--- src/rtl/bch_dvb_enc_sched_pkg.sv ---
`default_nettype none
// ============================================================================
// Module      : bch_dvb_enc_sched_pkg
// Description : Shared types and constants for the two-requester BCH encoder
//               input scheduler (FSM state encoding, requester count).
// Revision    : 1.0 - initial release
// ============================================================================
package bch_dvb_enc_sched_pkg;

  // Number of requesters sharing the encoder input port
  localparam int NREQ = 2;

  // Last-served value after reset: requester 1, so requester 0 wins the first tie
  localparam logic LAST_SERVED_RST = 1'b1;

  // Scheduler FSM encoding
  typedef enum logic [1:0] {
    ST_IDLE  = 2'd0,
    ST_DATA  = 2'd1,
    ST_FLUSH = 2'd2
  } state_t;

endpackage : bch_dvb_enc_sched_pkg
`default_nettype wire

--- src/rtl/bch_dvb_rr_arb2.sv ---
`default_nettype none
// ============================================================================
// Module      : bch_dvb_rr_arb2
// Description : Two-way round-robin tie-break. A lone request is granted
//               directly; on a tie the requester not served last wins.
// Revision    : 1.0 - initial release
// ============================================================================
module bch_dvb_rr_arb2
  import bch_dvb_enc_sched_pkg::*;
(
  input  logic [NREQ-1:0] ireq,
  input  logic            ilast,   // id of the requester served last
  output logic [NREQ-1:0] ogrant   // one-hot, zero when nothing requests
);

  // Pure combinational pick: pass single requests through, alternate on ties
  always_comb begin
    ogrant = ireq;
    if (ireq == 2'b11) begin
      ogrant = ilast ? 2'b01 : 2'b10;
    end
  end

endmodule : bch_dvb_rr_arb2
`default_nettype wire

--- src/rtl/bch_dvb_enc_sched.sv ---
`default_nettype none
// ============================================================================
// Module      : bch_dvb_enc_sched
// Description : Schedules bit-serial frames from two requesters into a single
//               BCH encoder input. One requester owns the encoder for pK data
//               bits, then the scheduler waits in FLUSH for the encoder's last
//               parity bit before arbitrating again.
//               Optional flush watchdog: define BCH_DVB_ENC_SCHED_WDOG_EN.
// Revision    : 1.0 - initial release
// ============================================================================
module bch_dvb_enc_sched
  import bch_dvb_enc_sched_pkg::*;
#(
  parameter int pK     = 16,
  parameter int pTAG_W = 1,
  parameter int pWDOG  = 1024
) (
  input  logic                   iclk,
  input  logic                   ireset,
  input  logic                   iclkena,
  input  logic [NREQ-1:0]        ireq,
  input  logic [NREQ-1:0]        ival,
  input  logic [NREQ-1:0]        idat,
  input  logic [NREQ*pTAG_W-1:0] itag,
  output logic [NREQ-1:0]        oready,
  output logic                   oenc_sop,
  output logic                   oenc_eop,
  output logic                   oenc_eof,
  output logic                   oenc_val,
  output logic                   oenc_dat,
  output logic [pTAG_W:0]        oenc_tag,
  input  logic                   ienc_val,
  input  logic                   ienc_eop,
  output logic [NREQ-1:0]        ogrant,
  output logic                   obusy,
  output logic                   oerr
);

  localparam int              CNT_W    = (pK > 2) ? $clog2(pK) : 1;
  localparam logic [CNT_W-1:0] CNT_LAST = CNT_W'(pK - 1);

  // Reject nonsensical configurations at elaboration
  if (pK < 2 || pTAG_W < 1 || pWDOG < 1) begin : g_param_check
    $error("bch_dvb_enc_sched: pK must be >= 2, pTAG_W and pWDOG >= 1");
  end

  state_t             state_q, state_d;
  logic [NREQ-1:0]    grant_q, grant_d;
  logic               last_q, last_d;
  logic [CNT_W-1:0]   cnt_q, cnt_d;
  logic               enc_val_q, enc_val_d;
  logic               enc_sop_q, enc_sop_d;
  logic               enc_eop_q, enc_eop_d;
  logic               enc_dat_q, enc_dat_d;
  logic [pTAG_W:0]    enc_tag_q, enc_tag_d;

  logic [NREQ-1:0]    arb_grant;
  logic               gid;
  logic               accept;
  logic [pTAG_W-1:0]  tag_sel;

`ifdef BCH_DVB_ENC_SCHED_WDOG_EN
  localparam int               WD_W    = (pWDOG > 2) ? $clog2(pWDOG) : 1;
  localparam logic [WD_W-1:0]  WD_LAST = WD_W'(pWDOG - 1);
  logic [WD_W-1:0] wd_q, wd_d;
  logic            err_q, err_d;
  logic            wd_fire;
  // pWDOG-th consecutive FLUSH cycle
  assign wd_fire = (wd_q == WD_LAST);
  assign oerr    = err_q;
`else
  assign oerr    = 1'b0;
`endif

  bch_dvb_rr_arb2 u_arb (
    .ireq   (ireq),
    .ilast  (last_q),
    .ogrant (arb_grant)
  );

  // Owner id and its per-requester fields
  assign gid     = grant_q[1];
  assign tag_sel = itag[(gid ? pTAG_W : 0) +: pTAG_W];

  assign oready  = (iclkena && (state_q == ST_DATA)) ? grant_q : '0;
  assign accept  = |(ival & oready);

  assign ogrant   = grant_q;
  assign obusy    = (state_q != ST_IDLE);
  assign oenc_val = enc_val_q;
  assign oenc_sop = enc_sop_q;
  assign oenc_eop = enc_eop_q;
  assign oenc_eof = enc_eop_q;
  assign oenc_dat = enc_dat_q;
  assign oenc_tag = enc_tag_q;

  // Next-state, counter and output-register logic; everything holds when iclkena=0
  always_comb begin
    state_d   = state_q;
    grant_d   = grant_q;
    last_d    = last_q;
    cnt_d     = cnt_q;
    enc_val_d = enc_val_q;
    enc_sop_d = enc_sop_q;
    enc_eop_d = enc_eop_q;
    enc_dat_d = enc_dat_q;
    enc_tag_d = enc_tag_q;
`ifdef BCH_DVB_ENC_SCHED_WDOG_EN
    wd_d      = wd_q;
    err_d     = err_q;
`endif
    if (iclkena) begin
      // Output strobes are single-cycle; only an accept raises them
      enc_val_d = 1'b0;
      enc_sop_d = 1'b0;
      enc_eop_d = 1'b0;
      enc_dat_d = 1'b0;
`ifdef BCH_DVB_ENC_SCHED_WDOG_EN
      err_d     = 1'b0;
      wd_d      = (state_q == ST_FLUSH) ? wd_q + 1'b1 : '0;
`endif
      case (state_q)
        ST_IDLE: begin
          if (|ireq) begin
            grant_d = arb_grant;
            cnt_d   = '0;
            state_d = ST_DATA;
          end
        end
        ST_DATA: begin
          if (accept) begin
            enc_val_d = 1'b1;
            enc_dat_d = idat[gid];
            enc_sop_d = (cnt_q == '0);
            enc_eop_d = (cnt_q == CNT_LAST);
            if (cnt_q == '0) begin
              enc_tag_d = {gid, tag_sel};
            end
            if (cnt_q == CNT_LAST) begin
              cnt_d   = '0;
              state_d = ST_FLUSH;
            end else begin
              cnt_d   = cnt_q + 1'b1;
            end
          end
        end
        ST_FLUSH: begin
          if (ienc_val && ienc_eop) begin
            state_d = ST_IDLE;
            grant_d = '0;
            last_d  = gid;
          end
`ifdef BCH_DVB_ENC_SCHED_WDOG_EN
          else if (wd_fire) begin
            state_d = ST_IDLE;
            grant_d = '0;
            last_d  = gid;
            err_d   = 1'b1;
          end
`endif
        end
        default: begin
          state_d = ST_IDLE;
          grant_d = '0;
        end
      endcase
    end
  end

  // State and output registers with asynchronous reset
  always_ff @(posedge iclk or posedge ireset) begin
    if (ireset) begin
      state_q   <= ST_IDLE;
      grant_q   <= '0;
      last_q    <= LAST_SERVED_RST;
      cnt_q     <= '0;
      enc_val_q <= 1'b0;
      enc_sop_q <= 1'b0;
      enc_eop_q <= 1'b0;
      enc_dat_q <= 1'b0;
      enc_tag_q <= '0;
`ifdef BCH_DVB_ENC_SCHED_WDOG_EN
      wd_q      <= '0;
      err_q     <= 1'b0;
`endif
    end else begin
      state_q   <= state_d;
      grant_q   <= grant_d;
      last_q    <= last_d;
      cnt_q     <= cnt_d;
      enc_val_q <= enc_val_d;
      enc_sop_q <= enc_sop_d;
      enc_eop_q <= enc_eop_d;
      enc_dat_q <= enc_dat_d;
      enc_tag_q <= enc_tag_d;
`ifdef BCH_DVB_ENC_SCHED_WDOG_EN
      wd_q      <= wd_d;
      err_q     <= err_d;
`endif
    end
  end

endmodule : bch_dvb_enc_sched
`default_nettype wire

--- config.mk ---
export PLATFORM = sky130hd
export DESIGN_NAME = bch_dvb_enc_sched
export DESIGN_NICKNAME = d
export VERILOG_FILES = /design/src/rtl/bch_dvb_enc_sched_pkg.sv /design/src/rtl/bch_dvb_rr_arb2.sv /design/src/rtl/bch_dvb_enc_sched.sv
export SDC_FILE = /design/constraint.sdc
export NUM_CORES = 1
export LEC_CHECK = 0
export BUFFER_PORTS_ARGS = -buffer_cell sky130_fd_sc_hd__buf_2
export CAP_MARGIN = 20
export CORE_ASPECT_RATIO = 1.2
export CORE_MARGIN = 5
export CORE_UTILIZATION = 35
export DETAILED_ROUTE_END_ITERATION = 7
export HOLD_SLACK_MARGIN = 0.06
export SLEW_MARGIN = 20
export SYNTH_ARGS = -nofsm -noshare
export SYNTH_HDL_FRONTEND = slang
export SYNTH_SLANG_ARGS = --single-unit
--- constraint.sdc ---
create_clock -name iclk -period 3.19 [get_ports iclk]
set_input_delay 0.4785 -clock iclk [delete_from_list [all_inputs] [get_ports iclk]]
set_output_delay 0.4785 -clock iclk [all_outputs]
set_load 0.005 [all_outputs]
Word-level counts from Yosys, hierarchy flattened. Cells that the tools add are included.

Flip-flop bits (word level): 15. Bits of input ports: 13. Output and inout port bits: 13. Logic and storage cells: 60.

Add/subtract/negate cells: 1. $lt $le $gt $ge: 1. Eq/ne operators: 8. Shifts and indexed selects: 1. Multiplexer cells: 25. Bitwise operators: 2. Reduce and logical (&&, ||, !) cells: 13.

Operators by type and width (count): 2-bit 2-to-1 mux (8); 4-bit 2-to-1 mux (3); 2-bit one-hot mux with 3 select lines (2); 4-bit AND reduction (3); 1-bit 2-to-1 mux (11); 4-bit one-hot mux with 2 select lines (1); 2-bit inequality test, second input constant (3); 5-bit AND reduction (1); 4-bit by 1-bit adder with 4-bit output, second input constant (1); 2-bit == test, second input constant (2); 4-bit == test, second input constant (1); 4-bit zero test (1); 2-bit nonzero test (2); 2-bit OR reduction (2); 3-bit AND reduction (1); 2-bit AND (1); 2-bit by 1-bit == test with 1-bit output, second input constant (1); 1-bit logical AND (2); 2-bit zero test (1); 1-bit by 2-bit < comparator with 1-bit output, second input constant (1); 2-bit by 1-bit inequality test with 1-bit output, second input constant (1); 2-bit by 2-bit indexed part select with 1-bit output (1); 1-bit inverter (1).

Depth between registers and ports, before layout.
Depth in word-level cells: 7. Mapped depth: 5. Gate-level depth less buffers: 5.

Cells and area by module. A second synthesis with hierarchy kept.

Cells, all modules: 97. Area total of the unflattened synthesis: 910.9 um2.

By module, submodules not included: bch_dvb_enc_sched (times used 1, cells each 94, area an instance 892.1 um2, seq. area each 376.6 um2); bch_dvb_rr_arb2 (times used 1, cells each 3, area an instance 18.8 um2, seq. area each 0.0 um2).

Worst setup path before layout. OpenSTA, ideal clock, no wires.

Path kind: register to output. Start: register state_q[0]. End: output port oready[0]. Data arrival time: 940 ps. Required time: 2711 ps. Path slack: 1772 ps. Cell stages (with the launch flop): 5. Path buffers: 2. Path through: dfrtp_1 > buf_6 > and2b_1 > buf_6 > and3_1.

Cells in the longest elaborated chain, start to end: 3.

Ends and longest elaborated chain: start: declaration (line bch_dvb_enc_sched.sv:47) `state_t state_q, state_d;`; start signal: assignment (line bch_dvb_enc_sched.sv:187) `state_q <= state_d;`; 2-bit by 1-bit == test with 1-bit output (line bch_dvb_enc_sched.sv:85) `assign oready = (iclkena && (state_q == ST_DATA)) ? grant_q : '0;`; 1-bit logical AND (line bch_dvb_enc_sched.sv:85); 2-bit 2-to-1 mux (line bch_dvb_enc_sched.sv:85); end: declaration (line bch_dvb_enc_sched.sv:25) `output logic [NREQ-1:0] oready,`.

No other way between the ends.

Worst setup path after layout.
Start: register state_q[0]. End: output port oready[1].

The elaborated chain is that of the path after synthesis.

==> flow_summary.ini <==
[power]
p_switching_uw = 294.6
p_leak_nw = 0.4867
power.internal_uw = 458.9
combPwrFrac_pct = 41.1
p_per_area_nw_per_um2 = 762.3
seqPwrFrac_pct = 44.1
p_sw_share_pct = 39.09
ir_worst_vdd_uv = 320.1
clock_power_share_pct = 14.8

[cells_and_area]
final_nets = 121
final_common_cell = buf_2
synthToLayoutAreaGrowth_pct = 16.18
layout-drive-gt1-share_pct = 34.29
n_antenna_cell = 0
final_cell_mix = buf_2 (24), dfrtp_1 (14), inv_1 (10)

[placement]
gp_congestion = 0.8165
dp_slack_ns = 1.569
portBuffers = 24
place_hpwl_um = 1345

[floorplanning]
io_pins = 26
die_h_um = 64.01
rows = 19
die_area_um2 = 3521
core_um2 = 2306
die_w_um = 55.01
start_util_pct = 36.90

[grt]
grt-ovfl-total = 0
antenna_found_initial = 0
grt_util_all_layers_pct = 11.67
grt_pass1_vias = 682
grt_max_degree = 16
grt_pass1_wl_um = 2980

[synthesis]
ys_top_cells_by_area = dfrtp_1 (41%), inv_1 (4.4%), mux2_4 (3.5%), dfstp_2 (3.1%), ha_1 (2.9%)
yosys.area.top_type = dfrtp_1
syn_avg_cell_area_um2 = 10.25
synth_top_area_share_pct = 41.18
ys_ff_latch = 15
yosysSeqAreaShare_pct = 44.26
ys.flop_type = dfrtp_1
synthCells = 83
syn_area_um2 = 850.8
ys_warn_count = 0
ys_async_sr_fraction_pct = 100.0
synth-edff-count = 0
ys_types = 38
syn_nets = 98

[worst_setup_path]
path_class = register to output port
endpoint_kind = output port
arrival_ns = 1.46
required_ns = 2.71
rr_worst_depth = 3
path_max_fanout = 9
startpoint_type = register

[min_path]
worstHoldPathType = input port to asynchronous set/reset pin

[sta]
finalWorstPathRequiredPeriod_ns = 1.936
worst_pin_slew_ns = 0.5901
finalSetupTns_ns = 0
finClkSkew_ns = 0.006049
setup_viol = 0
min_period_over_period_pct = 60.68
max_freq_ghz = 0.5166
slew_headroom_pct = 60.61
slew_viol_final = 0
hold_viol_final = 0
hold_slack_ns = 0.2362
postLayoutSetupSlackWorst_ns = 1.254
rsz0062_at_grt = no

[run_status]
status = complete, no violations

[route]
via_per_inst = 5.074
vias = 690
drtPass1Iterations = 4
drc = 0
drt_iter0_drc = 6
ant_nets = 0
finalWirelength_um = 1753
wire_per_inst_um = 12.89

[cts]
cts.sinks = 15
htreeDepth = 1
root_buffer = clkbuf_4
ctsResizeCount = 0
clk_latency_ns = 0.29
ctsHoldBuffers = 0
cts_inserted_buffers = 3
cts_buffer_depth = 2
path_clk_slew_ns = 0.09
tritoncts = built
cts_setup_buffers = 0

[run]
cap_viol_max_count = 0
[flip-flops by register name, indices dropped and copies added (netlist names)]
| name | count |
|---|---|
| oenc_tag | 2 |
| oenc_dat | 1 |
| oenc_eof | 1 |
| last_q | 1 |
| ogrant | 2 |
| state_q | 2 |
| oenc_val | 1 |
| oenc_sop | 1 |
| cnt_q | 4 |
[stage by stage]
step / cell area [um2] / total power [mW] / utilization, % / cells
finish: 988.4 / 0.7535 / 42.86 / 136
global route: 988.4 / 0.8232 / 42.86 / 136
CTS: 988.4 / 0.7689 / 42.86 / 136
detailed placement: 962.2 / 0.6518 / 41.73 / 132
global placement: 962.2 / 0.6492 / 41.73 / 132
floorplan: 850.8 / 0.5710 / - / 83
[cell type report]
class,instances,area [um2]
Timing Repair Buffer,24,120.1
Clock buffer,4,26.28
Multi-Input combinational cell,51,385.4
Inverter,11,41.29
Tap cell,31,38.79
Fill cell,229,1318
Sequential cell,15,376.6
[Yosys cell counts, types with 2 or more instances]
master	count
nand2b_1	3
nor2_1	3
buf_4	2
inv_1	10
buf_6	2
o2bb2ai_1	2
ha_1	2
mux2i_1	2
and3_1	2
o21ai_0	3
nand4_1	3
nand3_1	2
mux2_4	2
buf_2	2
dfrtp_1	14
nand2_1	4
o21ai_1	4
[final timing paths]
kind | from | end | slack (ns)
max in group asynchronous | ireset | cnt_q[3]$_DFFE_PP0P_ | 2.57
setup reg to reg | state_q[0]$_DFFE_PP0P_ | state_q[0]$_DFFE_PP0P_ | 1.71
min in group iclk | ienc_val | last_q$_DFFE_PP1P_ | 0.46
hold reg to reg | oenc_dat$_DFFE_PP0P_ | oenc_dat$_DFFE_PP0P_ | 0.49
setup / recovery | state_q[0]$_DFFE_PP0P_ | oready[1] | 1.25
hold / removal | ireset | ogrant[0]$_DFFE_PP0P_ | 0.24
[critical path: stages, from the launching register on]
cell	delay, ns
dfrtp_1	0.50
and2b_1	0.36
and3_1	0.20
buf_2	0.11
[logic make-up after synthesis]
kind of cell	share of synthesized area, %
adders and majority gates	2.941
AOI/OAI and AO/OA	17.94
muxes	7.206
DFF	44.27
and+or+nand+nor	16.76
other	0.4408
buffers and inverters	10.44
[routing by layer]
metal	share of wire, %	wire length, um	track usage [%]	vias up
li1	-	-	-	340
met1	44	779	14.49	318
met4	2.5	44	6.383	0
met5	0	0	0	-
met2	45	784	17.90	27
met3	8.3	145	3.023	5
[power by group through the flow]
stage	clock [mW]	sequential [mW]	combinational [mW]
finish	0.112	0.332	0.310
global route	0.121	0.345	0.357
CTS	0.118	0.333	0.317
detailed placement	0	0.338	0.314
global placement	0	0.334	0.315
floorplan	0	0.309	0.262
No activity file was read; power rests on OpenSTA's default activity.
